==> config.mk <==
export PLATFORM = sky130hd
export DESIGN_NAME = datapath_ctrl
export DESIGN_NICKNAME = d
export VERILOG_FILES = /design/src/rtl/datapath_ctrl_pkg.sv /design/src/rtl/instr_decode.sv /design/src/rtl/datapath_ctrl.sv
export SDC_FILE = /design/constraint.sdc
export NUM_CORES = 1
export LEC_CHECK = 0
export ABC_AREA = 1
export ABC_CLOCK_PERIOD_IN_PS = 3000
export CAP_MARGIN = 20
export CORE_AREA = 2 2 65 67
export DETAILED_ROUTE_END_ITERATION = 6
export DIE_AREA = 0 0 67 69
export GPL_TIMING_DRIVEN = 0
export PLACE_DENSITY_LB_ADDON = 0.15
export SLEW_MARGIN = 20
export SYNTH_ARGS = -nofsm -noshare
export SYNTH_HDL_FRONTEND = slang
export SYNTH_SLANG_ARGS = --single-unit
==> constraint.sdc <==
create_clock -name clk -period 3 [get_ports clk]
set_clock_uncertainty 0.1 [all_clocks]
set_input_delay 0.6 -clock clk [delete_from_list [all_inputs] [get_ports clk]]
set_output_delay 0.6 -clock clk [all_outputs]
set_load 0.02 [all_outputs]
==> src/rtl/datapath_ctrl_pkg.sv <==
// Shared types and encodings for the datapath control FSM and its instruction decoder.
// Opcode/op fields, ALU operation codes and write-back source codes live here.
package datapath_ctrl_pkg;

  typedef enum logic [2:0] {
    S_WAIT      = 3'd0,
    S_DECODE    = 3'd1,
    S_GET_A     = 3'd2,
    S_GET_B     = 3'd3,
    S_OPERATE   = 3'd4,
    S_WRITE_REG = 3'd5,
    S_WRITE_IMM = 3'd6
  } state_t;

  typedef enum logic [2:0] {
    CLS_MOVI    = 3'd0,
    CLS_MOVR    = 3'd1,
    CLS_ALU2    = 3'd2,
    CLS_CMP     = 3'd3,
    CLS_MVN     = 3'd4,
    CLS_ILLEGAL = 3'd5
  } instr_class_t;

  localparam logic [2:0] OPC_MOV = 3'b110;
  localparam logic [2:0] OPC_ALU = 3'b101;

  // op field meaning depends on the opcode group
  localparam logic [1:0] OP_MOVI = 2'b10;
  localparam logic [1:0] OP_MOVR = 2'b00;
  localparam logic [1:0] OP_ADD  = 2'b00;
  localparam logic [1:0] OP_CMP  = 2'b01;
  localparam logic [1:0] OP_AND  = 2'b10;
  localparam logic [1:0] OP_MVN  = 2'b11;

  localparam logic [1:0] ALU_ADD  = 2'b00;
  localparam logic [1:0] ALU_SUB  = 2'b01;
  localparam logic [1:0] ALU_AND  = 2'b10;
  localparam logic [1:0] ALU_NOTB = 2'b11;

  localparam logic VSEL_C   = 1'b0;
  localparam logic VSEL_IMM = 1'b1;

endpackage

==> src/rtl/instr_decode.sv <==
// Combinational decode of the instruction register into register selects,
// shift amount, sign-extended immediate, instruction class and ALU operation.
module instr_decode
  import datapath_ctrl_pkg::*;
#(
  parameter int WIDTH = 16
) (
  input  logic [WIDTH-1:0] ir,
  output logic [2:0]       rn,
  output logic [2:0]       rd,
  output logic [2:0]       rm,
  output logic [1:0]       sh,
  output logic [WIDTH-1:0] sximm8,
  output instr_class_t     cls,
  output logic [1:0]       alu_op
);

  logic [2:0] opcode;
  logic [1:0] op;

  assign opcode = ir[15:13];
  assign op     = ir[12:11];
  assign rn     = ir[10:8];
  assign rd     = ir[7:5];
  assign sh     = ir[4:3];
  assign rm     = ir[2:0];

  // Upper bits replicate IR[7]
  generate
    for (genvar gi = 0; gi < WIDTH; gi++) begin : g_sext
      if (gi < 8) begin : g_low
        assign sximm8[gi] = ir[gi];
      end else begin : g_high
        assign sximm8[gi] = ir[7];
      end
    end
  endgenerate

  always_comb begin
    cls    = CLS_ILLEGAL;
    alu_op = ALU_ADD;
    case (opcode)
      OPC_MOV: begin
        case (op)
          OP_MOVI: cls = CLS_MOVI;
          OP_MOVR: cls = CLS_MOVR;
          default: cls = CLS_ILLEGAL;
        endcase
      end
      OPC_ALU: begin
        case (op)
          OP_ADD: begin
            cls    = CLS_ALU2;
            alu_op = ALU_ADD;
          end
          OP_CMP: begin
            cls    = CLS_CMP;
            alu_op = ALU_SUB;
          end
          OP_AND: begin
            cls    = CLS_ALU2;
            alu_op = ALU_AND;
          end
          OP_MVN: begin
            cls    = CLS_MVN;
            alu_op = ALU_NOTB;
          end
          default: cls = CLS_ILLEGAL;
        endcase
      end
      default: cls = CLS_ILLEGAL;
    endcase
  end

endmodule

==> src/rtl/datapath_ctrl.sv <==
// Multi-cycle control FSM for the register-file/ALU datapath: holds the IR and
// issues the read, operand-load, ALU, status and write-back strobes per instruction.
module datapath_ctrl
  import datapath_ctrl_pkg::*;
#(
  parameter int WIDTH = 16
) (
  input  logic             clk,
  input  logic             rst_n,
  input  logic             load,
  input  logic [WIDTH-1:0] in,
  input  logic             s,
  output logic             w,
  output logic [2:0]       readnum,
  output logic [2:0]       writenum,
  output logic             write,
  output logic             loada,
  output logic             loadb,
  output logic             loadc,
  output logic             loads,
  output logic             asel,
  output logic             bsel,
  output logic             vsel,
  output logic [WIDTH-1:0] sximm8,
  output logic [1:0]       shift,
  output logic [1:0]       ALUop
);

  state_t           state_reg, state_next;
  logic [WIDTH-1:0] ir_reg;

  logic [2:0]   rn, rd, rm;
  logic [1:0]   sh;
  logic [1:0]   alu_op;
  instr_class_t cls;

  instr_decode #(.WIDTH(WIDTH)) u_decode (
    .ir     (ir_reg),
    .rn     (rn),
    .rd     (rd),
    .rm     (rm),
    .sh     (sh),
    .sximm8 (sximm8),
    .cls    (cls),
    .alu_op (alu_op)
  );

  assign shift = sh;
  assign bsel  = 1'b0;

  // IR only accepts a new word while idle, so a load during execution is dropped
  always_ff @(posedge clk or negedge rst_n) begin
    if (!rst_n) begin
      state_reg <= S_WAIT;
      ir_reg    <= '0;
    end else begin
      state_reg <= state_next;
      if (load && (state_reg == S_WAIT)) begin
        ir_reg <= in;
      end
    end
  end

  always_comb begin
    state_next = S_WAIT;
    case (state_reg)
      S_WAIT:      state_next = s ? S_DECODE : S_WAIT;
      S_DECODE: begin
        case (cls)
          CLS_MOVI:          state_next = S_WRITE_IMM;
          CLS_MOVR, CLS_MVN: state_next = S_GET_B;
          CLS_ALU2, CLS_CMP: state_next = S_GET_A;
          default:           state_next = S_WAIT;
        endcase
      end
      S_GET_A:     state_next = S_GET_B;
      S_GET_B:     state_next = S_OPERATE;
      S_OPERATE:   state_next = (cls == CLS_CMP) ? S_WAIT : S_WRITE_REG;
      S_WRITE_REG: state_next = S_WAIT;
      S_WRITE_IMM: state_next = S_WAIT;
      default:     state_next = S_WAIT;
    endcase
  end

  always_comb begin
    w        = 1'b0;
    readnum  = 3'd0;
    writenum = 3'd0;
    write    = 1'b0;
    loada    = 1'b0;
    loadb    = 1'b0;
    loadc    = 1'b0;
    loads    = 1'b0;
    asel     = 1'b0;
    vsel     = VSEL_C;
    ALUop    = ALU_ADD;
    case (state_reg)
      S_WAIT: w = 1'b1;
      S_GET_A: begin
        readnum = rn;
        loada   = 1'b1;
      end
      S_GET_B: begin
        readnum = rm;
        loadb   = 1'b1;
      end
      S_OPERATE: begin
        // CMP only updates status; everything else lands in C
        loads = (cls == CLS_CMP);
        loadc = (cls != CLS_CMP);
        asel  = (cls == CLS_MOVR) || (cls == CLS_MVN);
        ALUop = alu_op;
      end
      S_WRITE_REG: begin
        writenum = rd;
        write    = 1'b1;
        vsel     = VSEL_C;
      end
      S_WRITE_IMM: begin
        writenum = rn;
        write    = 1'b1;
        vsel     = VSEL_IMM;
      end
      default: ;
    endcase
  end

endmodule

==> results.py <==
metrics = {
    "cts": {
        "cts_buffer_depth": 2,
        "hold_buffers": 0,
        "htree_levels": 1,
        "cts_setup_buffers": 0,
        "clock_latency_ns": 0.25,
        "cts_sinks": 19,
        "cts_tree": "done",
        "clockRootBuffer": "clkbuf_8",
        "cts_inserted_buffers": 3,
        "path_clk_slew_ns": 0.07,
        "post_cts_resized": 0,
    },
    "floorplanning": {
        "die_area_um2": 4620,
        "std_cell_rows": 23,
        "die_h_um": 69,
        "die_w_um": 67,
        "core_area_um2": 3910,
        "io_pins": 55,
        "start_util_pct": 28.6,
    },
    "timing": {
        "layout_setup_ws_ns": 0.269,
        "fmaxAchievable_mhz": 366,
        "setup_tns_ns": 0,
        "holdWs_ns": 0.399,
        "fin_crit_sh_pct": 91.0,
        "period_minus_slack_ns": 2.73,
        "final-setup-viol-count": 0,
        "max_slew_margin_pct": 41.4,
        "drv_slew": 0,
        "worst_slew_pin_slew_ns": 0.877,
        "hold_viol": 0,
        "rsz0062_at_grt": "false",
    },
    "drt": {
        "totalWireLength_mm": 2.73,
        "drtIter0Drc": 22,
        "wl_met3_um": 169,
        "top_layer": "met4",
        "antenna_left": 0,
        "wl_met1_mm": 1.20,
        "vias_per_cell": 4.31,
        "met2_length_mm": 1.35,
        "drtPass1Iterations": 4,
        "via_count": 1077,
        "drc_errors": 0,
        "post_drt_wl_per_cell_um": 10.9,
    },
    "pwr": {
        "irDropWorstVdd_v": 0.000383,
        "finalPower_mw": 1.89,
        "p_sw_share_pct": 43.2,
        "share_seq_of_total_power_pct": 26.0,
        "pwr-share-comb_pct": 64.6,
        "power.switching_uw": 816,
        "p_int_mw": 1.07,
        "p_clk_share_pct": 9.4,
        "leakagePower_nw": 0.848,
        "powerDensity_nw_per_um2": 1080,
    },
    "final_layout": {
        "layout.nets": 221,
        "antenna_cells": 0,
        "final_util_pct": 44.7,
        "area_growth_pct": 56.3,
        "stdcell_count": 250,
        "design_area_um2": 1750,
        "final_layout_size_suffix_gt1_share_pct": 14.0,
        "largest_reg_flops": 16,
    },
    "hold_path": {
        "holdPathEnd": "ir_reg[2]",
        "hold_depth": 2,
        "hp-start": "ir_reg[2]",
        "hold_class": "reg2reg",
    },
    "logic_synthesis": {
        "yosys.area_share.simple_pct": 24.5,
        "synthTopCellsByCount": "27 x nand2_1, 19 x buf_4, 19 x dfrtp_1, 19 x inv_1, 14 x nand3_1",
        "synth_ff_type": "dfrtp_1",
        "async_reset_ff_share_pct": 100,
        "synth.mux.area_fraction_pct": 0,
        "synth.distinct_cells": 17,
        "synth_compound_area_share_pct": 10.2,
        "syn-cell-area_um2": 1120,
        "synth_xor_area_share_pct": 0,
        "yosysMostFrequentCell": "nand2_1",
        "syn_nets": 164,
        "yosysTopAreaCellShare_pct": 42.5,
        "yosys_warnings": 0,
        "ys_ff_latch": 19,
        "yosys.area.top_type": "dfrtp_1",
        "synthAdderAreaFrac_pct": 0,
        "synth_edf_count": 0,
        "yosysSeqAreaShare_pct": 42.5,
        "synthCells": 144,
        "synth_area_per_cell_um2": 7.77,
        "synthTopCellsByArea": "dfrtp_1 43%, buf_4 13%, nand2_1 9.1%, inv_1 6.4%, nand3_1 6.3%",
        "synth_top_family_by_area": "simple AND/OR/NAND/NOR gates",
    },
    "worst_setup_path": {
        "reg2reg_setup_slack_ns": 1.43,
        "r2r_cells": 6,
        "critPathLaunchType": "flop",
        "path_max_fanout": 7,
        "required_ns": 2.30,
        "path_class": "reg2out",
        "critPathArrivalTime_ns": 2.03,
        "reg2reg_from": "state_reg[1]",
        "timing.rr.end": "ir_reg[10]",
        "crit_path_end_kind": "output port",
    },
    "grt": {
        "grt-ovfl-total": 0,
        "antenna_found_initial": 0,
        "grt_pass1_vias": 1033,
        "grt_start_max_net_pins": 20,
        "grt_pass1_wl_mm": 4.62,
        "grt_usage_pct": 12.5,
    },
    "placed_design": {
        "placed_cell_area_um2": 1700,
        "gp_congestion": 0.741,
        "hpwl_mm": 2.16,
        "place_ws_ns": 0.532,
        "io_buffers": 52,
        "place_inst": 246,
    },
    "status": {
        "status": "complete, no violations",
    },
    "flow_run": {
        "max_cap_viol_count": 0,
    },
}
[cell usage in the layout (no fill, tap or decap)]
cell	count
nand2_1	27
conb_1	1
clkdlybuf4s50_1	52
nand2_4	1
dfrtp_1	19
o21ai_0	5
nand4_1	1
buf_1	1
buf_6	3
a21oi_1	11
clkbuf_8	3
clkinv_2	1
nor2_1	13
nor3_1	4
o22ai_1	3
buf_4	19
inv_1	19
nand3_1	14
nor3_4	1
o211ai_1	2
[how the worst max path moves through the flow]
stage	startpoint	end	slack (ns)	depth (start not counted)
final	state_reg[1]	loadc	0.27	5
after global routing	state_reg[2]	loadc	0.04	5
after CTS	state_reg[1]	loadc	0.24	5
after detailed placement	state_reg[1]	loadc	0.53	5
after global placement	state_reg[1]	loadc	0.54	5
after floorplan	state_reg[1]	ALUop[0]	1.00	4
[cells by family (layout without fill, tap and decap cells)]
kind of cell / after synthesis / in the layout
AO/OA/AOI/OAI: 21 / 21
buffers and inverters: 42 / 98
flip-flops: 19 / 19
other: 1 / 1
AND/OR/NAND/NOR: 61 / 61
[layout make-up]
| type | count | area, um2 |
|---|---|---|
| Tap cell | 50 | 62.6 |
| Buffer | 23 | 180 |
| Timing Repair Buffer | 52 | 520 |
| Multi-Input combinational cell | 83 | 392 |
| Clock inverter | 1 | 5.00 |
| Fill cell | 402 | 2170 |
| Inverter | 19 | 71.3 |
| Clock buffer | 3 | 41.3 |
| Sequential cell | 19 | 475 |
[power by group through the flow]
stage                     clock [mW]  sequential [mW]  combinational (mW)
after floorplan                    0            0.471               0.789
after global placement             0            0.490                1.22
after detailed placement           0            0.497                1.23
after CTS                      0.184            0.493                1.24
after global routing           0.193            0.514                1.33
final                          0.177            0.492                1.22
[metal layers]
metal	global-route usage [%]	up-vias
met2	21.3	31
met1	15.8	495
met4	3.40	0
met3	2.45	2
met5	0	-
li1	-	549
[critical path, cell delays in order, from the launching register on]
cell	delay (ns)
dfrtp_1	0.38
buf_6	0.13
nor3_1	0.32
o21ai_0	0.25
inv_1	0.09
clkdlybuf4s50_1	0.60
(Power assumes the default switching activity.)
==> RTL change (same flow settings) <==
`WIDTH` is set to 16 in 2 places; all go to 32.
--- a/src/rtl/instr_decode.sv
+++ b/src/rtl/instr_decode.sv
@@ -4,5 +4,5 @@
   import datapath_ctrl_pkg::*;
 #(
-  parameter int WIDTH = 16
+  parameter int WIDTH = 32
 ) (
   input  logic [WIDTH-1:0] ir,
--- a/src/rtl/datapath_ctrl.sv
+++ b/src/rtl/datapath_ctrl.sv
@@ -4,5 +4,5 @@
   import datapath_ctrl_pkg::*;
 #(
-  parameter int WIDTH = 16
+  parameter int WIDTH = 32
 ) (
   input  logic             clk,
Ports: changed (resized in and sximm8); port bits go from 55 to 87. The function was not compared with the original's and may differ.
==> RTL change against the unedited design <==
Final cell count rose by 13%. Cell area rose by 16%. Clock power barely moved. Worst setup slack improved by 0.041 ns. Total power rose by 27%. Hold slack got worse by 0.0014 ns. Maximum frequency rose by 1.5%. Die area did not move. Area after synthesis rose by 11%. Wire length rose by 7.8%. Utilization rose by 7.1 points. Sequential power rose by 4.3%. Non-clock buffer count rose by 32. Sequential cell count did not move. Critical path type unchanged. Critical endpoint is now ALUop[0]. Largest cell class unchanged.
==> RTL change: results (changes against the unedited design) <==
[metrics] hold path depth: 2 (unchanged)
[metrics] largest driver fanout on the critical path: 5 (-2)
[metrics] worst hold margin: 0.397 ns (-0.00141 ns)
[metrics] share of synthesized cell area in full adder, half adder and majority cells: 0 (unchanged)
[metrics] cell depth of the worst flop-to-flop path: 6 (unchanged)
[metrics] worst min-delay path startpoint: ir_reg[0]
[metrics] max incr delay on CP: 0.64 ns (+0.04 ns)
[metrics] HPWL after detailed placement: 2300 um (+6.5%)
[metrics] routability congestion estimate: 0.716 (-3.5%)
[metrics] most frequent cells after synthesis: buf_4 (35), nand2_1 (27), dfrtp_1 (19), inv_1 (19), nand3_1 (14)
[metrics] placed cell count: 278 (+13%)
[metrics] main area contributors after synthesis: dfrtp_1 (38%), buf_4 (21%), nand2_1 (8.2%)
[metrics] number of library cell types mapped by synthesis: 17 (unchanged)
[metrics] number of input and output port buffers inserted: 68 (+31%)
[metrics] via count of the first global-routing pass: 1079 (+4.5%)
[metrics] fraction of final layout cells sized beyond drive strength 1: 0.185 (+0.0453)
[metrics] portion of the post-synthesis area used by sequential elements: 0.384 (-0.0412)
[metrics] average vias per placed instance: 4.10 (-4.8%)
[metrics] global-route wire length before repair: 4680 um (+1.3%)
[metrics] result of the run: finished, final reports clean
[metrics] CTS root buf: clkbuf_8
[metrics] overall track demand over capacity in global routing: 0.128 (+0.00306)
[metrics] reg-to-reg startpoint: state_reg[1]
[metrics] hold path endpoint: ir_reg[0]
[metrics] worst-case register-to-register setup slack: about 1.4 ns
[metrics] final routed wire length divided by cell count: 10.4 um (-4.4%)
[metrics] type of the most critical hold path: flop to flop
[metrics] Clk pin slew, worst setup/hold paths: 0.07 ns (about the same)
[metrics] setup slack at placement: 0.557 ns (+0.0256 ns)
[metrics] Yosys warnings: 0 (unchanged)
[metrics] number of gates given a new drive strength after cts: 0 (unchanged)
[metrics] cells after synthesis: 160 (+11%)
[metrics] Mapped Nets: 196 (+20%)
[metrics] number of post-CTS setup repair buffers: 0 (unchanged)
[metrics] clock latency on the worst-skew pair: 0.25 ns (about the same)
[metrics] number of antenna violations at the first check in global routing: 0 (unchanged)
[metrics] starting density of the core: 0.316 (+0.0307)
[metrics] buffers from clock root to sink, at most: 2 (unchanged)
[metrics] endpoint arrival time on the critical path: 1.99 ns (-0.04 ns)
[metrics] P_leak: 0.984 nW (+16%)
[metrics] Rel. slew slack: 0.426 (+0.0123)
[metrics] number of clock buffers inserted by TritonCTS: 3 (unchanged)
[metrics] pin count of the biggest net entering global routing: 27 (+35%)
[metrics] post-synthesis compound-gate area fraction: 0.0919 (-0.00987)
[metrics] final antenna-violating net count: 0 (unchanged)
[metrics] critical register-to-register path endpoint: ir_reg[12]
[metrics] kind of cell adding the most delay to the critical path: buffers and inverters
[metrics] number of nets in the layout: 269 (+22%)
[metrics] peak supply drop: 416 uV (+8.6%)
[metrics] maximum level of the CTS H-tree: 1 (unchanged)
[metrics] overall via count from detail_route: 1156 (+7.3%)
==> RTL change: per-stage QoR <==
stage,util,area [sq um]
2_1_floorplan,-,1240
3_3_place_gp,0.506,1980
3_5_place_dp,0.506,1980
4_1_cts,0.518,2030
5_1_grt,0.518,2030
6_report,0.518,2030
==> RTL change: logic make-up after synthesis <==
kind of cell    Yosys count
compound gates           21
simple gates             61
other cells               1
flops                    19
buf+inv                  58
==> RTL change: worst reg2reg max path, cell delays in order, from the launching register on <==
cell and delay, ns:
dfrtp_1 0.37, buf_6 0.13, nor3_4 0.36, nand2_4 0.16, buf_6 0.19, nor2_1 0.09, a21oi_1 0.05
==> RTL change: worst max path at each step <==
stage	from	end	slack [ns]	cells after the start
2_1_floorplan	state_reg[1]	ALUop[0]	1.00	4
4_1_cts	ir_reg[7]	writenum[2]	0.27	3
5_1_grt	state_reg[2]	loadc	0.07	5
6_report	state_reg[2]	ALUop[0]	0.31	5
3_5_place_dp	state_reg[1]	loadc	0.56	5
3_3_place_gp	state_reg[1]	ALUop[0]	0.52	5
==> RTL change: layout make-up <==
cell class	count	area [sq um]
inverters	19	71.3
plain buffers	39	300
flip-flops and latches	19	475
multi-input cells	83	392
fillers	409	1890
repair buffers	68	681
well taps	50	62.6
clock buffers	4	45.0
==> RTL change: layer usage <==
metal,vias to the layer above,wire length (um),GRT usage,share of wire
met1,488,1270,0.147,0.43
met4,0,24,0.0476,0.0082
met3,2,310,0.0440,0.11
met5,-,0,0,0
met2,50,1340,0.216,0.45
li1,616,-,-,-
==> RTL change: power by group <==
| group | switching [mW] | internal (mW) |
|---|---|---|
| registers | 0.131 | 0.382 |
| clock network | 0.0824 | 0.0943 |
| logic | 0.812 | 0.893 |
| total | 1.03 | 1.37 |
